**src/rtl/branch_pred_table.sv**
```systemverilog
// ----------------------------------------------------------------------------
// branch_pred_table
//   Pattern history table of 2^IDX_W two-bit saturating counters indexed by
//   PC[PC_LSB+IDX_W-1:PC_LSB]. There is no tag check, so PCs with equal index
//   bits share a counter.
//
//   Fetch side: a registered prediction for LookupPC appears one edge after
//   LookupValid is seen.
//   Execute side: resolved branch outcomes train the indexed counter.
//   Statistics: saturating counts of accepted lookups and of mispredicted
//   updates.
//
//   All state changes on the FALLING edge of Clk. Rst is asynchronous and
//   active-low.
//
// Ports
//   Clk           in   1      clock (falling-edge active)
//   Rst           in   1      asynchronous active-low reset
//   LookupValid   in   1      fetch requests a prediction
//   LookupPC      in   32     fetch PC
//   PredValid     out  1      prediction valid (one edge after LookupValid)
//   PredTaken     out  1      predicted direction (counter MSB)
//   PredState     out  2      full counter value read
//   UpdValid      in   1      resolved branch update
//   UpdPC         in   32     PC of the resolved branch
//   UpdTaken      in   1      actual outcome
//   UpdPredTaken  in   1      direction that was predicted for this branch
//   LookupCnt     out  CNT_W  accepted lookups, saturating
//   MispredCnt    out  CNT_W  updates with UpdTaken != UpdPredTaken, saturating
// ----------------------------------------------------------------------------
module branch_pred_table #(
    parameter int IDX_W  = 4,
    parameter int PC_LSB = 2,
    parameter int CNT_W  = 16
) (
    input  logic             Clk,
    input  logic             Rst,
    input  logic             LookupValid,
    input  logic [31:0]      LookupPC,
    output logic             PredValid,
    output logic             PredTaken,
    output logic [1:0]       PredState,
    input  logic             UpdValid,
    input  logic [31:0]      UpdPC,
    input  logic             UpdTaken,
    input  logic             UpdPredTaken,
    output logic [CNT_W-1:0] LookupCnt,
    output logic [CNT_W-1:0] MispredCnt
);

    localparam int DEPTH = 1 << IDX_W;
    localparam logic [CNT_W-1:0] CNT_MAX = '1;

    // Two-bit counter encodings: strongly/weakly not-taken, weakly/strongly taken.
    typedef enum logic [1:0] {
        SNT = 2'b00,
        WNT = 2'b01,
        WT  = 2'b10,
        ST  = 2'b11
    } ctr_t;

    logic [1:0]       table_q [DEPTH];
    logic [IDX_W-1:0] lookup_idx;
    logic [IDX_W-1:0] upd_idx;
    logic [1:0]       upd_cur;
    logic [1:0]       upd_next;
    logic [1:0]       lookup_val;
    logic             mispredict;

    assign lookup_idx = LookupPC[PC_LSB+IDX_W-1:PC_LSB];
    assign upd_idx    = UpdPC[PC_LSB+IDX_W-1:PC_LSB];
    assign upd_cur    = table_q[upd_idx];
    assign mispredict = UpdValid && (UpdTaken != UpdPredTaken);

    // Only the index bits of the PCs select an entry; the rest are ignored.
    logic unused_pc_bits;
    assign unused_pc_bits = ^{LookupPC, UpdPC};

    // Saturating two-bit counter step.
    always_comb begin
        // NOTE: every output of this block gets a default first so no path
        // leaves it unassigned, which would otherwise infer a latch.
        upd_next = upd_cur;
        case (upd_cur)
            SNT:     upd_next = UpdTaken ? WNT : SNT;
            WNT:     upd_next = UpdTaken ? WT  : SNT;
            WT:      upd_next = UpdTaken ? ST  : WNT;
            ST:      upd_next = UpdTaken ? ST  : WT;
            default: upd_next = upd_cur;
        endcase
    end

    // Write-first bypass: a lookup that hits the entry being updated on the
    // same edge sees the post-update value.
    always_comb begin
        lookup_val = table_q[lookup_idx];
        if (UpdValid && (upd_idx == lookup_idx)) begin
            lookup_val = upd_next;
        end
    end

    // NOTE: the table is an array of flops, not a RAM macro, so it can and
    // must be cleared by the asynchronous reset like any other state.
    always_ff @(negedge Clk or negedge Rst) begin
        if (!Rst) begin
            for (int i = 0; i < DEPTH; i++) begin
                table_q[i] <= SNT;
            end
        end else if (UpdValid) begin
            // NOTE: sequential state uses non-blocking assignments so every
            // register samples pre-edge values regardless of statement order.
            table_q[upd_idx] <= upd_next;
        end
    end

    // Registered prediction; PredState/PredTaken hold when no lookup.
    always_ff @(negedge Clk or negedge Rst) begin
        if (!Rst) begin
            PredValid <= 1'b0;
            PredTaken <= 1'b0;
            PredState <= SNT;
        end else begin
            PredValid <= LookupValid;
            if (LookupValid) begin
                PredState <= lookup_val;
                PredTaken <= lookup_val[1];
            end
        end
    end

    // Statistics counters stick at all-ones instead of wrapping.
    always_ff @(negedge Clk or negedge Rst) begin
        if (!Rst) begin
            LookupCnt  <= '0;
            MispredCnt <= '0;
        end else begin
            if (LookupValid && (LookupCnt != CNT_MAX)) begin
                LookupCnt <= LookupCnt + 1'b1;
            end
            if (mispredict && (MispredCnt != CNT_MAX)) begin
                MispredCnt <= MispredCnt + 1'b1;
            end
        end
    end

endmodule

```
**config.mk**
```make
export PLATFORM = sky130hd
export DESIGN_NAME = branch_pred_table
export DESIGN_NICKNAME = d
export VERILOG_FILES = /design/src/rtl/branch_pred_table.sv
export SDC_FILE = /design/constraint.sdc
export NUM_CORES = 1
export LEC_CHECK = 0
export CAP_MARGIN = 20
export CORE_MARGIN = 2
export CORE_UTILIZATION = 51
export DETAILED_ROUTE_END_ITERATION = 6
export PLACE_DENSITY = 0.86
export SYNTH_ARGS = -nofsm -noshare
export SYNTH_HDL_FRONTEND = slang
export SYNTH_SLANG_ARGS = --single-unit
export TNS_END_PERCENT = 50
```
**constraint.sdc**
```tcl
create_clock -name Clk -period 4.99 [get_ports Clk]
set_input_delay 1.497 -clock Clk [delete_from_list [all_inputs] [get_ports Clk]]
set_output_delay 1.497 -clock Clk [all_outputs]
set_load 0.1 [all_outputs]
```
==> results_dict.tcl <==
set metrics [dict create \
    status "complete, but fails checks" \
    violations "negative setup slack" \
    die_x_microns 86.85 \
    clk_path_buf_depth 2 \
    overflow 0 \
    hold_violations 0 \
    io_buffers 49 \
    avgViaCountPerCell 6.328 \
    synth_warnings 0 \
    cp_data_arrival_time_ns 3.41 \
    crit_buf_inv 2 \
    r2r_slack_ns 2.13 \
    startpoint "UpdPC[2]" \
    cp_max_fo 8 \
    cts_tree "yes" \
    cts_root_buf "clkbuf_8" \
    dp_hpwl_mm 6.330 \
    critPathCaptureType "flip-flop" \
    slew_viol_final 0 \
    htreeDepth 3 \
    clk_latency_ns 0.35 \
    antenna_cells 0 \
    stdcell_area_sq_mm 0.005253 \
    cts_inserted_buffers 9 \
    postSynthAreaPerCell_sq_um 12.50 \
    fillers 349 \
    synth_edf_count 0 \
    routed_wl_mm 10.78 \
    grt_pass1_vias 3058 \
    synth_seq_area_share 0.4789 \
    syn_area_sq_mm 0.003501 \
    crit_chain "buf_8, buf_12, mux4_2, a22oi_2, nand3_4, maj3_2, mux2_2" \
    syn_to_final_growth_pct 50.04 \
    crit_required_ns 2.69 \
    wl_per_cell_microns 23.08 \
    synth_cell_types 36 \
    layout_setup_ws_ns -0.7177 \
    core-area_sq_mm 0.006719 \
    yosys_most_used_dff "dfrtn_1" \
    initial_core_util 0.5210 \
    setup_viol 71 \
    max_cap_viol_count 0 \
    crit_family "multiplexers" \
    grt_pass1_wl_mm 16.03 \
    final_util 0.7818 \
    grt_usage 0.2849 \
    cp_slowest_stage_delay_ns 0.50 \
    placed_cell_area_sq_mm 0.004768 \
    cts_hold_buf 0 \
    synth_common_cells "dfrtn_1 (67), mux2_2 (37), xnor2_1 (24), nand2_1 (23), nand3_1 (19)" \
    first_pass_iters 5 \
    slew_headroom 0.4909 \
    tightest_slew_ns 0.7566 \
    die_h_microns 86.85 \
    antenna_found_initial 0 \
    drtIter0Drc 469 \
    hold_path_startpoint "MispredCnt[14]$_DFFE_NN0P_" \
    synth_top_area_share 0.4789 \
    fp.dieArea_sq_mm 0.007543 \
    drive_gt1_frac 0.4703 \
    hp-class "flip-flop to flip-flop" \
    worst_hold_slack_ns 0.4792 \
    synthTopCellsByArea "dfrtn_1 (48%), mux2_2 (12%), mux4_2 (8.4%), xnor2_1 (6.0%), nand3_1 (2.7%)" \
    p_leak_uw 0.002287 \
    final.setup_skew_ns 0.01044 \
    clk_pin_slew_worst_paths_ns 0.06 \
    synth-async-reset-ratio 1.000 \
    clock_sinks 67 \
    vias 2955 \
    synth_nets 352 \
    nets 454 \
    detail-route-antenna-nets 0 \
    ys_ff_latch 67 \
    critical-path-slowest-cell "mux4_2" \
    synth_cells 280 \
    synth_top_cell_by_area "dfrtn_1" \
    place.gp.congestion 0.8799 \
    start_kind "input pin" \
    peakVddDrop_mv 0.3397 \
    route.detailed.drc 0 \
    io_pins 106 \
    grt_max_degree 68 \
    r2r_start "MispredCnt[7]$_DFFE_NN0P_" \
    crit_type "input pin to flip-flop" \
    power_uw 2537 \
    rows 30 \
    rsz0062_at_grt "yes" \
    yosysMostFrequentCell "dfrtn_1" \
    pwr_density_cell_mw_per_mm2 483.0 \
]
## worst reg2reg max path: cells and delay by family, from the launching register on
family / cells / cell delay, ns
AND/OR/NAND/NOR: 3 / 1.19
buffers and inverters: 4 / 0.74
flip-flops: 1 / 0.51
XOR/XNOR: 1 / 0.15
AO/OA/AOI/OAI: 1 / 0.11
## registers in the layout (all words and copies together), names as in the netlist
signal and flops:
LookupCnt 16, MispredCnt 16, PredValid 1, PredState 1, table_q 32, PredTaken 1
## final timing paths
check | endpoint | cells past startpoint
min in group asynchronous | MispredCnt[7]$_DFFE_NN0P_ | 2
hold reg to reg | MispredCnt[14]$_DFFE_NN0P_ | 1
hold / removal | MispredCnt[14]$_DFFE_NN0P_ | 1
setup reg to reg | MispredCnt[13]$_DFFE_NN0P_ | 9
max in group asynchronous | table_q[14]$_DFFE_NN0P_ | 2
setup / recovery | table_q[12]$_DFFE_NN0P_ | 7
## timing repair
action / in CTS / in global routing
pin swaps: 13 / 9
buffers inserted: 3 / 6
gates resized for setup: 51 / 20
hold endpoints to repair: 0 / 0
setup endpoints to repair: 94 / 80
cloned: 5 / 0
## per-stage QoR
stage,std cells,worst slack (ns),TNS (ns)
after floorplan,280,-0.7750,-26.54
after global placement,437,-1.465,-63.81
after detailed placement,437,-1.554,-67.50
after CTS,461,-0.6715,-23.89
after global routing,467,-0.7394,-26.93
final,467,-0.7177,-25.10
## cells in the final DEF, fill, tap and decap left out, drive strengths merged, types with 2 or more instances in the layout
| cell type | n |
|---|---|
| maj3 | 6 |
| and4 | 3 |
| dlygate4sd2 | 3 |
| nand3b | 2 |
| clkdlybuf4s50 | 4 |
| nand2 | 23 |
| and3 | 3 |
| mux4 | 16 |
| mux2i | 2 |
| clkbuf | 14 |
| nor2b | 3 |
| and2 | 2 |
| nand3 | 19 |
| nand4 | 10 |
| nor3 | 4 |
| a221o | 2 |
| nand2b | 4 |
| dfrtn | 67 |
| xnor2 | 24 |
| nor2 | 14 |
| xor2 | 10 |
| o2111a | 2 |
| mux2 | 37 |
| nor3b | 2 |
| nor4 | 3 |
| ha | 2 |
| a211oi | 2 |
| or3 | 3 |
| inv | 3 |
| a21oi | 2 |
| buf | 88 |
| clkinvlp | 2 |
## metal layers
metal  track usage  vias to the layer above  part of all wire
met1        0.3431                     1468              0.36
met3       0.06919                       58             0.066
met5             0                        -                 0
met4        0.1591                        0             0.048
met2        0.4691                      184              0.52
li1              -                     1245                 -
## layout make-up
| cell class | count | area [sq um] | area share |
|---|---|---|---|
| Clock buffer | 13 | 178.9 | 0.03406 |
| Clock inverter | 3 | 20.02 | 0.003811 |
| Inverter | 3 | 11.26 | 0.002144 |
| Multi-Input combinational cell | 204 | 1981 | 0.3771 |
| Sequential cell | 67 | 1677 | 0.3192 |
| Tap cell | 80 | 100.1 | 0.01906 |
| Timing Repair Buffer | 97 | 1285 | 0.2446 |
## logic make-up (layout without fill, tap and decap cells)
logic type	Yosys count	count (layout)	share of synthesized area
AO/OA/AOI/OAI	11	11	0.02823
XOR/XNOR	34	34	0.08506
adder cells (fa/ha/maj)	4	8	0.01358
buffers and inverters	13	116	0.02216
flip-flops	67	67	0.4789
multiplexers	55	55	0.2309
AND/OR/NAND/NOR	96	96	0.1412
## power by group
group / switching (uW) / internal (uW) / total (uW)
Combinational: 688 / 517 / 1210
Clock: 221 / 234 / 455
Sequential: 184 / 693 / 876
Note: power is estimated with default switching activity, not from simulation.
